$ cat src/rtl/uart_tx_arbiter.sv
// Round-robin packet arbiter feeding a single UART transmitter.
// A requester holds the lock until its last word or until it stalls for IDLE_TIMEOUT cycles.
module uart_tx_arbiter #(
    parameter int NUMBER_OF_PORTS = 4,
    parameter int NUMBER_OF_BITS  = 8,
    parameter int IDLE_TIMEOUT    = 1024
) (
    input  logic                                       clock,
    input  logic                                       reset,
    input  logic [NUMBER_OF_PORTS-1:0]                 in_valid,
    output logic [NUMBER_OF_PORTS-1:0]                 in_ready,
    input  logic [NUMBER_OF_PORTS*NUMBER_OF_BITS-1:0]  in_data,
    input  logic [NUMBER_OF_PORTS-1:0]                 in_last,
    output logic                                       out_valid,
    input  logic                                       out_ready,
    output logic [NUMBER_OF_BITS-1:0]                  out_data,
    output logic [$clog2(NUMBER_OF_PORTS)-1:0]         grant_index,
    output logic                                       busy,
    output logic                                       timeout
);

    localparam int INDEX_BITS = $clog2(NUMBER_OF_PORTS);
    localparam int COUNT_BITS = $clog2(IDLE_TIMEOUT);
    localparam logic [COUNT_BITS-1:0] STALL_LIMIT = COUNT_BITS'(IDLE_TIMEOUT - 1);
    localparam logic [INDEX_BITS-1:0] LAST_PORT   = INDEX_BITS'(NUMBER_OF_PORTS - 1);

    typedef enum logic {
        IDLE,
        LOCKED
    } state_t;

    state_t                 state, state_next;
    logic [INDEX_BITS-1:0]  rr_ptr, rr_ptr_next;
    logic [INDEX_BITS-1:0]  grant_next;
    logic [COUNT_BITS-1:0]  stall_count, stall_count_next;
    logic                   timeout_next;
    logic [INDEX_BITS-1:0]  search_index, search_candidate;
    logic                   search_found;
    logic                   selected_valid, selected_last, transfer;

    // Modulo-N increment that also works when N is not a power of two.
    function automatic logic [INDEX_BITS-1:0] wrap_increment(input logic [INDEX_BITS-1:0] index);
        return (index == LAST_PORT) ? '0 : index + 1'b1;
    endfunction

    always_comb begin
        search_index     = rr_ptr;
        search_candidate = rr_ptr;
        search_found     = 1'b0;
        for (int i = 0; i < NUMBER_OF_PORTS; i++) begin
            if (!search_found && in_valid[search_candidate]) begin
                search_index = search_candidate;
                search_found = 1'b1;
            end
            search_candidate = wrap_increment(search_candidate);
        end
    end

    assign selected_valid = in_valid[grant_index];
    assign selected_last  = in_last[grant_index];
    assign busy           = (state == LOCKED);

    // Gating with reset guarantees no handshake completes on the edge that abandons a lock.
    assign out_valid = busy && selected_valid && !reset;
    assign out_data  = in_data[int'(grant_index)*NUMBER_OF_BITS +: NUMBER_OF_BITS];
    assign transfer  = out_valid && out_ready;

    always_comb begin
        in_ready = '0;
        if (busy && !reset) begin
            in_ready[grant_index] = out_ready;
        end
    end

    // NOTE: every output of this block gets a default first so no path leaves a latch behind.
    always_comb begin
        state_next       = state;
        grant_next       = grant_index;
        rr_ptr_next      = rr_ptr;
        stall_count_next = stall_count;
        timeout_next     = 1'b0;
        unique case (state)
            IDLE: begin
                if (|in_valid) begin
                    grant_next       = search_index;
                    stall_count_next = '0;
                    state_next       = LOCKED;
                end
            end
            LOCKED: begin
                if (transfer) begin
                    stall_count_next = '0;
                    if (selected_last) begin
                        state_next  = IDLE;
                        rr_ptr_next = wrap_increment(grant_index);
                    end
                end else if (!selected_valid) begin
                    // Saturating compare keeps the counter inside COUNT_BITS without wrapping.
                    if (stall_count == STALL_LIMIT) begin
                        state_next       = IDLE;
                        rr_ptr_next      = wrap_increment(grant_index);
                        stall_count_next = '0;
                        timeout_next     = 1'b1;
                    end else begin
                        stall_count_next = stall_count + 1'b1;
                    end
                end
            end
            default: state_next = IDLE;
        endcase
    end

    // NOTE: sequential state uses non-blocking assignments so every register samples pre-edge values.
    always_ff @(posedge clock) begin
        if (reset) begin
            state       <= IDLE;
            grant_index <= '0;
            rr_ptr      <= '0;
            stall_count <= '0;
            timeout     <= 1'b0;
        end else begin
            state       <= state_next;
            grant_index <= grant_next;
            rr_ptr      <= rr_ptr_next;
            stall_count <= stall_count_next;
            timeout     <= timeout_next;
        end
    end

endmodule

$ cat config.mk
export PLATFORM = sky130hd
export DESIGN_NAME = uart_tx_arbiter
export DESIGN_NICKNAME = d
export VERILOG_FILES = /design/src/rtl/uart_tx_arbiter.sv
export SDC_FILE = /design/constraint.sdc
export NUM_CORES = 1
export LEC_CHECK = 0
export ABC_CLOCK_PERIOD_IN_PS = 2900
export BUFFER_PORTS_ARGS = -buffer_cell sky130_fd_sc_hd__buf_2
export CORE_ASPECT_RATIO = 0.5
export CORE_MARGIN = 4
export CORE_UTILIZATION = 49
export CTS_CLUSTER_SIZE = 20
export DETAILED_ROUTE_END_ITERATION = 12
export HOLD_SLACK_MARGIN = 0.02
export PLACE_DENSITY_LB_ADDON = 0.1
export SYNTH_ARGS = -nofsm -noshare
export SYNTH_HDL_FRONTEND = slang
export SYNTH_SLANG_ARGS = --single-unit
export TNS_END_PERCENT = 50
$ cat constraint.sdc
create_clock -name clock -period 2.9 [get_ports clock]
set_clock_uncertainty 0.05 [all_clocks]
set_input_delay 0.87 -clock clock [delete_from_list [all_inputs] [get_ports clock]]
set_output_delay 0.87 -clock clock [all_outputs]
set_load 0.05 [all_outputs]
==> results.sh, run 1 <==
export IMPL_tightest_slew_ns=0.5846
export IMPL_period_minus_slack_ns=2.759
export IMPL_clk_latency_ns=0.25
export IMPL_antenna_found_initial=0
export IMPL_timing_rr_start="grant_index[0]"
export IMPL_hold_viol=0
export IMPL_min_to="timeout"
export IMPL_grt_usage=0.1976
export IMPL_synthArstFlopShare=0
export IMPL_seqCellArea_sq_um=321.6
export IMPL_p_leak_nw=0.8473
export IMPL_rrSetupSlack_ns=0.44
export IMPL_drtIter0Drc=86
export IMPL_drv_slew=0
export IMPL_synth_mux_area_frac=0.2002
export IMPL_yosys_top_cells_count="nor2_1, dfxtp_1, mux4_2, inv_1, xor2_1"
export IMPL_area_growth_synth_to_final_pct=29.01
export IMPL_synthTopCellsByArea="dfxtp_1, mux4_2, ha_1"
export IMPL_fin_ws_ns=0.1406
export IMPL_setup_viol=0
export IMPL_viasPerCell=5.736
export IMPL_fin_tns_setup_ns=0
export IMPL_synth_cells=172
export IMPL_path_buf_inv=2
export IMPL_synthSimpleGateAreaFrac=0.2399
export IMPL_cts_sinks=16
export IMPL_overflow=0
export IMPL_p_seq_frac=0.334
export IMPL_cp_max_fo=2
export IMPL_period_share=0.9515
export IMPL_cp_data_arrival_time_ns=1.84
export IMPL_regToRegEndpoint="stall_count[0]"
export IMPL_hold_depth=2
export IMPL_synth_adder_area_share=0.04862
export IMPL_path_class="in -> out"
export IMPL_dpl_instance_area_sq_mm=0.001937
export IMPL_p_sw_mw=0.2698
export IMPL_slowest_stage="mux4_2"
export IMPL_syn_nets=221
export IMPL_holdBufCountCts=0
export IMPL_drive_gt1_frac=0.4153
export IMPL_dr_pass1_iters=4
export IMPL_ys_warn_count=0
export IMPL_dpl_hpwl_mm=3.231
export IMPL_htree_levels=1
export IMPL_setup_worst_path_end_class="output pin"
export IMPL_combPwrFrac=0.391
export IMPL_cp_start_kind="input port"
export IMPL_fp_dieW_um=87.39
export IMPL_fillers=279
export IMPL_die_area_sq_mm=0.004167
export IMPL_grt_pass1_vias=1432
export IMPL_post_cts_buffers=0
export IMPL_cp_common_cell="buf_2"
export IMPL_synth_top_area_cell="dfxtp_1"
export IMPL_rows=14
export IMPL_cts_made_buffers=3
export IMPL_clkPwrFrac=0.274
export IMPL_final_area_sq_mm=0.001992
export IMPL_internal_power_mw=0.4589
export IMPL_synth_edf_count=0
export IMPL_grt_max_degree=19
export IMPL_numPortBuffers=59
export IMPL_ant_nets=0
export IMPL_core_sq_mm=0.003013
export IMPL_hold_class="reg -> reg"
export IMPL_max_slew_margin=0.6073
export IMPL_min_from="stall_count[8]"
export IMPL_cts_reportedPaths_clkPinSlew_ns=0.06
export IMPL_wl_mm=4.103
export IMPL_crit_chain="buf_2 > mux4_2 > nor3b_4 > buf_2"
export IMPL_post_place_ws_ns=0.1365
export IMPL_final_util=0.6611
export IMPL_cts_tree="done"
export IMPL_start_util=0.5125
export IMPL_cap_viol_max_count=0
export IMPL_seq_area_frac_synth=0.2075
export IMPL_ys_types=52
export IMPL_io_pins=60
export IMPL_fmax_mhz=362.4
export IMPL_crit_family="multiplexers"
export IMPL_grt_first_pass_wirelength_mm=6.458
export IMPL_switching_share=0.3702
export IMPL_place_gp_congestion=0.8680
export IMPL_synth_xor_xnor_area_share=0.05105
export IMPL_max_vdd_ir_drop_mv=0.2468
export IMPL_syn_cell_area_sq_mm=0.001544
export IMPL_num_antenna_cells=0
export IMPL_drc=0
export IMPL_slowest_delay_ns=0.49
export IMPL_cts_path_max_buffers=2
export IMPL_multi_input_area_sq_mm=0.001157
export IMPL_synthFlopType="dfxtp_1"
export IMPL_r2r_cells=6
export IMPL_cts_resized=0
export IMPL_syn_area_per_cell_sq_um=8.977
export IMPL_synth_most_common_cell="nor2_1"
export IMPL_required_ns=1.98
export IMPL_die_h_um=47.69
export IMPL_wl_per_cell_um=14.87
export IMPL_route_vias_total=1583
export IMPL_rsz0062_at_grt="no"
export IMPL_ys_seq_elements=16
export IMPL_synth_top_area_share=0.2075
export IMPL_clockRootBuffer="clkbuf_8"
export IMPL_status="completed"
export IMPL_synth_compound_area_frac=0.2026
export IMPL_p_per_area_mw_per_mm2=365.8
export IMPL_synth_top_family_by_area="simple AND/OR/NAND/NOR gates"
export IMPL_nets=286
logic make-up (layout without fill, tap and decap cells):
| kind of cell | after synthesis | after routing |
|---|---|---|
| AND/OR/NAND/NOR | 66 | 66 |
| AO/OA/AOI/OAI | 40 | 40 |
| buffers and inverters | 18 | 82 |
| multiplexers | 17 | 17 |
| flip-flops | 16 | 16 |
| XOR/XNOR | 9 | 9 |
| adder cells (fa/ha/maj) | 6 | 6 |
placed cells by master (no fill, tap or decap), drive strengths merged, types with 6 or more instances in the layout:
master,instances
buf,70
dfxtp,16
ha,6
inv,8
mux4,11
nand2,7
nor2,21
xor2,8
final cells by class:
| type | count | area share |
|---|---|---|
| Clock buffer | 4 | 0.02764 |
| Inverter | 8 | 0.01508 |
| Multi-Input combinational cell | 138 | 0.5810 |
| Sequential cell | 16 | 0.1614 |
| Tap cell | 40 | 0.02513 |
| Timing Repair Buffer | 70 | 0.1897 |
tightest hold or removal path: cells and delay by family, from the launching register on:
kind	cells	cell delay [ns]
and+or+nand+nor	2	0.12
DFF	1	0.33
registers in the layout (all words and copies together) (netlist names):
name         flops
grant_index      2
rr_ptr           2
timeout          1
busy             1
stall_count     10
power by group through the flow:
stage	clock (mW)	sequential (mW)	combinational (mW)
after global placement	0	0.249	0.281
after detailed placement	0	0.249	0.285
final	0.200	0.244	0.285
after global routing	0.213	0.247	0.308
after CTS	0.205	0.244	0.286
after floorplan	0	0.256	0.195
metal layers:
metal,up-vias,share of wire,track usage
met5,-,0,0
met4,0,0.0085,0.07645
met3,4,0.029,0.03608
met2,30,0.52,0.3383
met1,753,0.45,0.2562
li1,796,-,-
worst max path at each step:
stage                         startpoint         to  slack (ns)  cells after the start
after global routing      grant_index[0]  out_valid        0.04                      3
after CTS                 grant_index[0]  out_valid        0.12                      3
final                        in_valid[3]  out_valid        0.14                      4
after floorplan              in_valid[2]  out_valid        0.16                      3
after global placement       in_valid[3]  out_valid        0.14                      4
after detailed placement     in_valid[3]  out_valid        0.14                      4
per-stage QoR:
| stage | hold slack (ns) | instances | power (mW) |
|---|---|---|---|
| CTS | 0.4453 | 276 | 0.7352 |
| floorplan | 0.4022 | 172 | 0.4503 |
| finish | 0.4403 | 276 | 0.7287 |
| detailed placement | 0.4361 | 272 | 0.5341 |
| global placement | 0.4356 | 272 | 0.5296 |
| global route | 0.4573 | 276 | 0.7675 |
Power figures use the tool's default switching activity.
==> run 2, diff against run 1 <==
- ABC_CLOCK_PERIOD_IN_PS: 2900 -> 2950
- clock period: 2.9 -> 2.95 ns (I/O delays scaled with it)
==> run 2 against run 1 <==
  * Worst hold slack improved by 0.0052 ns
  * Largest cell class unchanged
  * Sequential cell count unchanged
  * Core utilization unchanged
  * Global-route usage is 1.6 points higher
  * Power decreased by 1.6%
  * Critical path type unchanged
  * Critical path depth did not move
  * Register-to-register slack better by 0.09 ns
  * Via count fell by 0.88%
  * Cell count up 0.36%
  * Cell area unchanged
  * Clock power is essentially flat
==> results.sh, run 2 (synthesized netlist as in run 1, its figures left out) <==
export IMPL_clk_latency_ns=0.25
export IMPL_die_h_um=47.69
export IMPL_drive_gt1_frac=0.4135
export IMPL_rows=14
export IMPL_setup_viol=0
export IMPL_final_util=0.6611
export IMPL_hold_depth=2
export IMPL_cp_data_arrival_time_ns=1.87
export IMPL_fin_tns_setup_ns=0
export IMPL_cts_tree="done"
export IMPL_holdBufCountCts=0
export IMPL_min_from="stall_count[8]"
export IMPL_cts_sinks=16
export IMPL_area_growth_synth_to_final_pct=29.01
export IMPL_max_vdd_ir_drop_mv=0.2398
export IMPL_timing_rr_start="grant_index[0]"
export IMPL_top_regs="stall_count x10, grant_index x2, rr_ptr x2"
export IMPL_period_share=0.9504
export IMPL_rrSetupSlack_ns=0.53
export IMPL_grt_usage=0.2140
export IMPL_overflow=0
export IMPL_dr_pass1_iters=4
export IMPL_clockRootBuffer="clkbuf_8"
export IMPL_dpl_hpwl_mm=3.319
export IMPL_largest_reg_flops=10
export IMPL_min_to="timeout"
export IMPL_htree_levels=1
export IMPL_cts_made_buffers=3
export IMPL_post_cts_buffers=0
export IMPL_start_util=0.5125
export IMPL_cts_resized=0
export IMPL_cp_max_fo=2
export IMPL_regToRegEndpoint="stall_count[4]"
export IMPL_drtIter0Drc=73
export IMPL_cap_viol_max_count=0
export IMPL_top_register="stall_count"
export IMPL_viasPerCell=5.664
export IMPL_wl_per_cell_um=15.30
export IMPL_r2r_cells=6
export IMPL_period_minus_slack_ns=2.804
export IMPL_final_cell_mix="buf_2, nor2_1, dfxtp_1"
export IMPL_grt_first_pass_wirelength_mm=6.906
export IMPL_required_ns=2.02
export IMPL_antenna_found_initial=0
export IMPL_hold_class="reg -> reg"
export IMPL_cts_reportedPaths_clkPinSlew_ns=0.06
export IMPL_ant_nets=0
export IMPL_grt_max_degree=19
export IMPL_setup_worst_path_end_class="output pin"
export IMPL_drv_slew=0
export IMPL_fin_ws_ns=0.1463
export IMPL_post_place_ws_ns=0.1519
export IMPL_nets=287
export IMPL_numPortBuffers=59
export IMPL_cts_path_max_buffers=2
export IMPL_route_vias_total=1569
export IMPL_wl_mm=4.238
export IMPL_core_sq_mm=0.003013
export IMPL_io_pins=60
export IMPL_tightest_slew_ns=0.6586
export IMPL_max_slew_margin=0.5575
export IMPL_cp_start_kind="input port"
export IMPL_hold_viol=0
export IMPL_grt_pass1_vias=1500
export IMPL_place_gp_congestion=0.8464
export IMPL_status="completed"
export IMPL_num_antenna_cells=0
export IMPL_die_area_sq_mm=0.004167
export IMPL_fillers=259
export IMPL_p_per_area_mw_per_mm2=360.1
export IMPL_mostFrequentLayoutCell="buf_2"
export IMPL_drc=0
export IMPL_rsz0062_at_grt="no"
export IMPL_fmax_mhz=356.7
export IMPL_p_leak_nw=0.8487
export IMPL_fp_dieW_um=87.39
export IMPL_path_class="in -> out"
-- run 2: cell count changes in the layout (fill, tap and decap cells not counted) --
cell	before	now
nor3b_2	0	1
buf_4	11	12
nor3b_4	1	0
dfxtp_2	1	0
dfxtp_1	15	16
-- run 2: cell type report --
cell class | count | area, sq um | share of cell area
repair buffers | 71 | 385.4 | 0.1935
inverters | 8 | 30.03 | 0.01508
multi-input cells | 138 | 1151 | 0.5779
clock buffers | 4 | 55.05 | 0.02764
flip-flops and latches | 16 | 320.3 | 0.1608
well taps | 40 | 50.05 | 0.02513
-- run 2: routing by layer --
| metal | global-route usage | vias up | routed length [um] |
|---|---|---|---|
| met5 | 0 | - | 0 |
| met4 | 0.04281 | 0 | 42 |
| met3 | 0.04639 | 4 | 132 |
| met2 | 0.3772 | 27 | 2158 |
| met1 | 0.2795 | 744 | 1904 |
| li1 | - | 794 | - |
-- run 2: critical path: stages --
cell and delay (ns):
buf_2 0.12, mux4_2 0.49, nor3b_2 0.17, buf_2 0.21
-- run 2: per-stage QoR --
step / cells / hold WS, ns / power (mW) / instance area, sq um
final: 277 / 0.4455 / 0.7172 / 1992
after CTS: 277 / 0.4500 / 0.7209 / 1992
after global routing: 277 / 0.4831 / 0.7606 / 1992
after global placement: 273 / 0.4382 / 0.5199 / 1937
after detailed placement: 273 / 0.4359 / 0.5248 / 1937
after floorplan: 172 / 0.4022 / 0.4401 / 1549
-- run 2: where the power goes --
part / internal [mW] / switching, mW
logic: 0.110 / 0.175
registers: 0.222 / 0.0127
clock network: 0.119 / 0.0781
total: 0.451 / 0.266
-- run 2: worst max-delay path by stage --
stage	startpoint	end	slack, ns	depth (start not counted)
2_1_floorplan	in_valid[2]	out_valid	0.01	3
3_3_place_gp	in_valid[3]	out_valid	0.15	4
3_5_place_dp	in_valid[3]	out_valid	0.15	4
4_1_cts	in_valid[3]	out_valid	0.15	4
5_1_grt	grant_index[0]	out_data[3]	0.06	3
6_report	in_valid[3]	out_valid	0.15	4
==> run 3, diff against run 2 <==
- CELL_PAD_IN_SITES_DETAIL_PLACEMENT: default -> 1
- CELL_PAD_IN_SITES_GLOBAL_PLACEMENT: default -> 1
- CORE_ASPECT_RATIO: 0.5 -> 2
- CORE_UTILIZATION: 49 -> 36
==> run 3 against run 2 <==
  * Sequential power shrank 2%
  * Die area is 31% higher
  * Power up 2.5%
  * Worst hold slack better by 0.0044 ns
  * Clock power barely moved
  * First-iteration DRC count is 64% lower
  * Count of clock-buffer cells in the layout unchanged
  * Cell count grew 4.3%
  * Global-route usage rose by 0.67 points
  * Maximum frequency shrank 0.74%
  * Setup slack worse by 0.021 ns
  * Largest cell class unchanged
==> results.sh, run 3 (synthesized netlist as in run 1, its figures left out) <==
export IMPL_cts_made_buffers=3
export IMPL_dpl_hpwl_mm=4.797
export IMPL_nets=287
export IMPL_cp_start_kind="input port"
export IMPL_start_util=0.3739
export IMPL_rrSetupSlack_ns=0.28
export IMPL_fin_ws_ns=0.1256
export IMPL_whs_ns=0.4499
export IMPL_dpl_instance_area_sq_mm=0.001952
export IMPL_fillers=546
export IMPL_fp_dieW_um=54.31
export IMPL_power_total_mw=0.7355
export IMPL_layout_cells_non_filler=289
export IMPL_grt_max_degree=19
export IMPL_max_vdd_ir_drop_mv=0.2115
export IMPL_drive_gt1_frac=0.4135
export IMPL_tightest_slew_ns=0.6849
export IMPL_numPortBuffers=59
export IMPL_status="completed"
export IMPL_hold_depth=2
export IMPL_place_inst=285
export IMPL_path_class="in -> out"
export IMPL_post_place_ws_ns=0.1259
export IMPL_r2r_cells=6
export IMPL_drtIter0Drc=26
export IMPL_clk_latency_ns=0.25
export IMPL_cap_viol_max_count=0
export IMPL_period_minus_slack_ns=2.824
export IMPL_rows=33
export IMPL_drc=0
export IMPL_overflow=0
export IMPL_rsz0062_at_grt="no"
export IMPL_top_regs="stall_count x10, grant_index x2, rr_ptr x2"
export IMPL_grt_first_pass_wirelength_mm=8.880
export IMPL_grt_usage=0.2207
export IMPL_dr_pass1_iters=4
export IMPL_cts_path_max_buffers=2
export IMPL_period_share=0.9574
export IMPL_final_area_sq_mm=0.002007
export IMPL_place_gp_congestion=0.8760
export IMPL_fin_tns_setup_ns=0
export IMPL_wl_per_cell_um=20.03
export IMPL_max_slew_margin=0.5399
export IMPL_cp_data_arrival_time_ns=1.89
export IMPL_hold_class="reg -> reg"
export IMPL_wl_mm=5.788
export IMPL_min_from="stall_count[8]"
export IMPL_cts_reportedPaths_clkPinSlew_ns=0.07
export IMPL_grt_pass1_vias=1786
export IMPL_post_cts_buffers=0
export IMPL_setup_viol=0
export IMPL_drv_slew=0
export IMPL_core_sq_mm=0.004129
export IMPL_setup_worst_path_end_class="output pin"
export IMPL_timing_rr_start="rr_ptr[1]"
export IMPL_min_to="timeout"
export IMPL_htree_levels=1
export IMPL_mostFrequentLayoutCell="buf_2"
export IMPL_cp_max_fo=2
export IMPL_cts_tree="done"
export IMPL_route_vias_total=1687
export IMPL_clockRootBuffer="clkbuf_8"
export IMPL_viasPerCell=5.837
export IMPL_io_pins=60
export IMPL_hold_viol=0
export IMPL_p_per_area_mw_per_mm2=366.5
export IMPL_cts_resized=0
export IMPL_num_antenna_cells=0
export IMPL_fmax_mhz=354.1
export IMPL_die_area_sq_mm=0.005464
export IMPL_final_cell_mix="buf_2, nor2_1, dfxtp_1"
export IMPL_final_util=0.4861
export IMPL_required_ns=2.02
export IMPL_p_leak_nw=0.8487
export IMPL_top_register="stall_count"
export IMPL_die_h_um=100.6
export IMPL_regToRegEndpoint="grant_index[0]"
export IMPL_antenna_found_initial=0
export IMPL_ant_nets=0
export IMPL_largest_reg_flops=10
export IMPL_holdBufCountCts=0
export IMPL_cts_sinks=16
export IMPL_area_growth_synth_to_final_pct=29.98
-- run 3: cell counts in the layout (fill, tap and decap cells not counted) --
Identical to the previous run, type by type.
-- run 3: area by class of cell --
cell class                 count  area [sq um]  share of cell area
tap                           52         65.06             0.03242
clock buffer                   4         55.05             0.02743
inverter                       8         30.03             0.01496
multi-input combinational    138          1151              0.5736
timing repair buffer          71         385.4              0.1920
sequential                    16         320.3              0.1596
-- run 3: critical path: stages --
cell,delay (ns)
buf_2,0.12
mux4_2,0.50
nor3b_2,0.17
buf_2,0.21
-- run 3: where the power goes --
group / leakage [nW] / internal [mW] / switching, mW
clock: 0.0288 / 0.119 / 0.0817
sequential: 0.130 / 0.222 / 0.00854
combinational: 0.690 / 0.112 / 0.193
-- run 3: layer usage --
| metal | global-route usage | share of wire | routed length (um) |
|---|---|---|---|
| met1 | 0.2059 | 0.34 | 1969 |
| met2 | 0.4340 | 0.60 | 3476 |
| met3 | 0.02370 | 0.022 | 128 |
| met4 | 0.1017 | 0.037 | 214 |
| met5 | 0 | 0 | 0 |
-- run 3: how the worst max path moves through the flow --
| stage | slack [ns] | endpoint | from |
|---|---|---|---|
| 2_1_floorplan | 0.01 | out_valid | in_valid[2] |
| 3_3_place_gp | 0.10 | out_valid | in_valid[3] |
| 3_5_place_dp | 0.13 | out_valid | in_valid[3] |
| 4_1_cts | 0.12 | out_valid | in_valid[3] |
| 5_1_grt | 0.1 | out_valid | in_valid[3] |
| 6_report | 0.13 | out_valid | in_valid[3] |
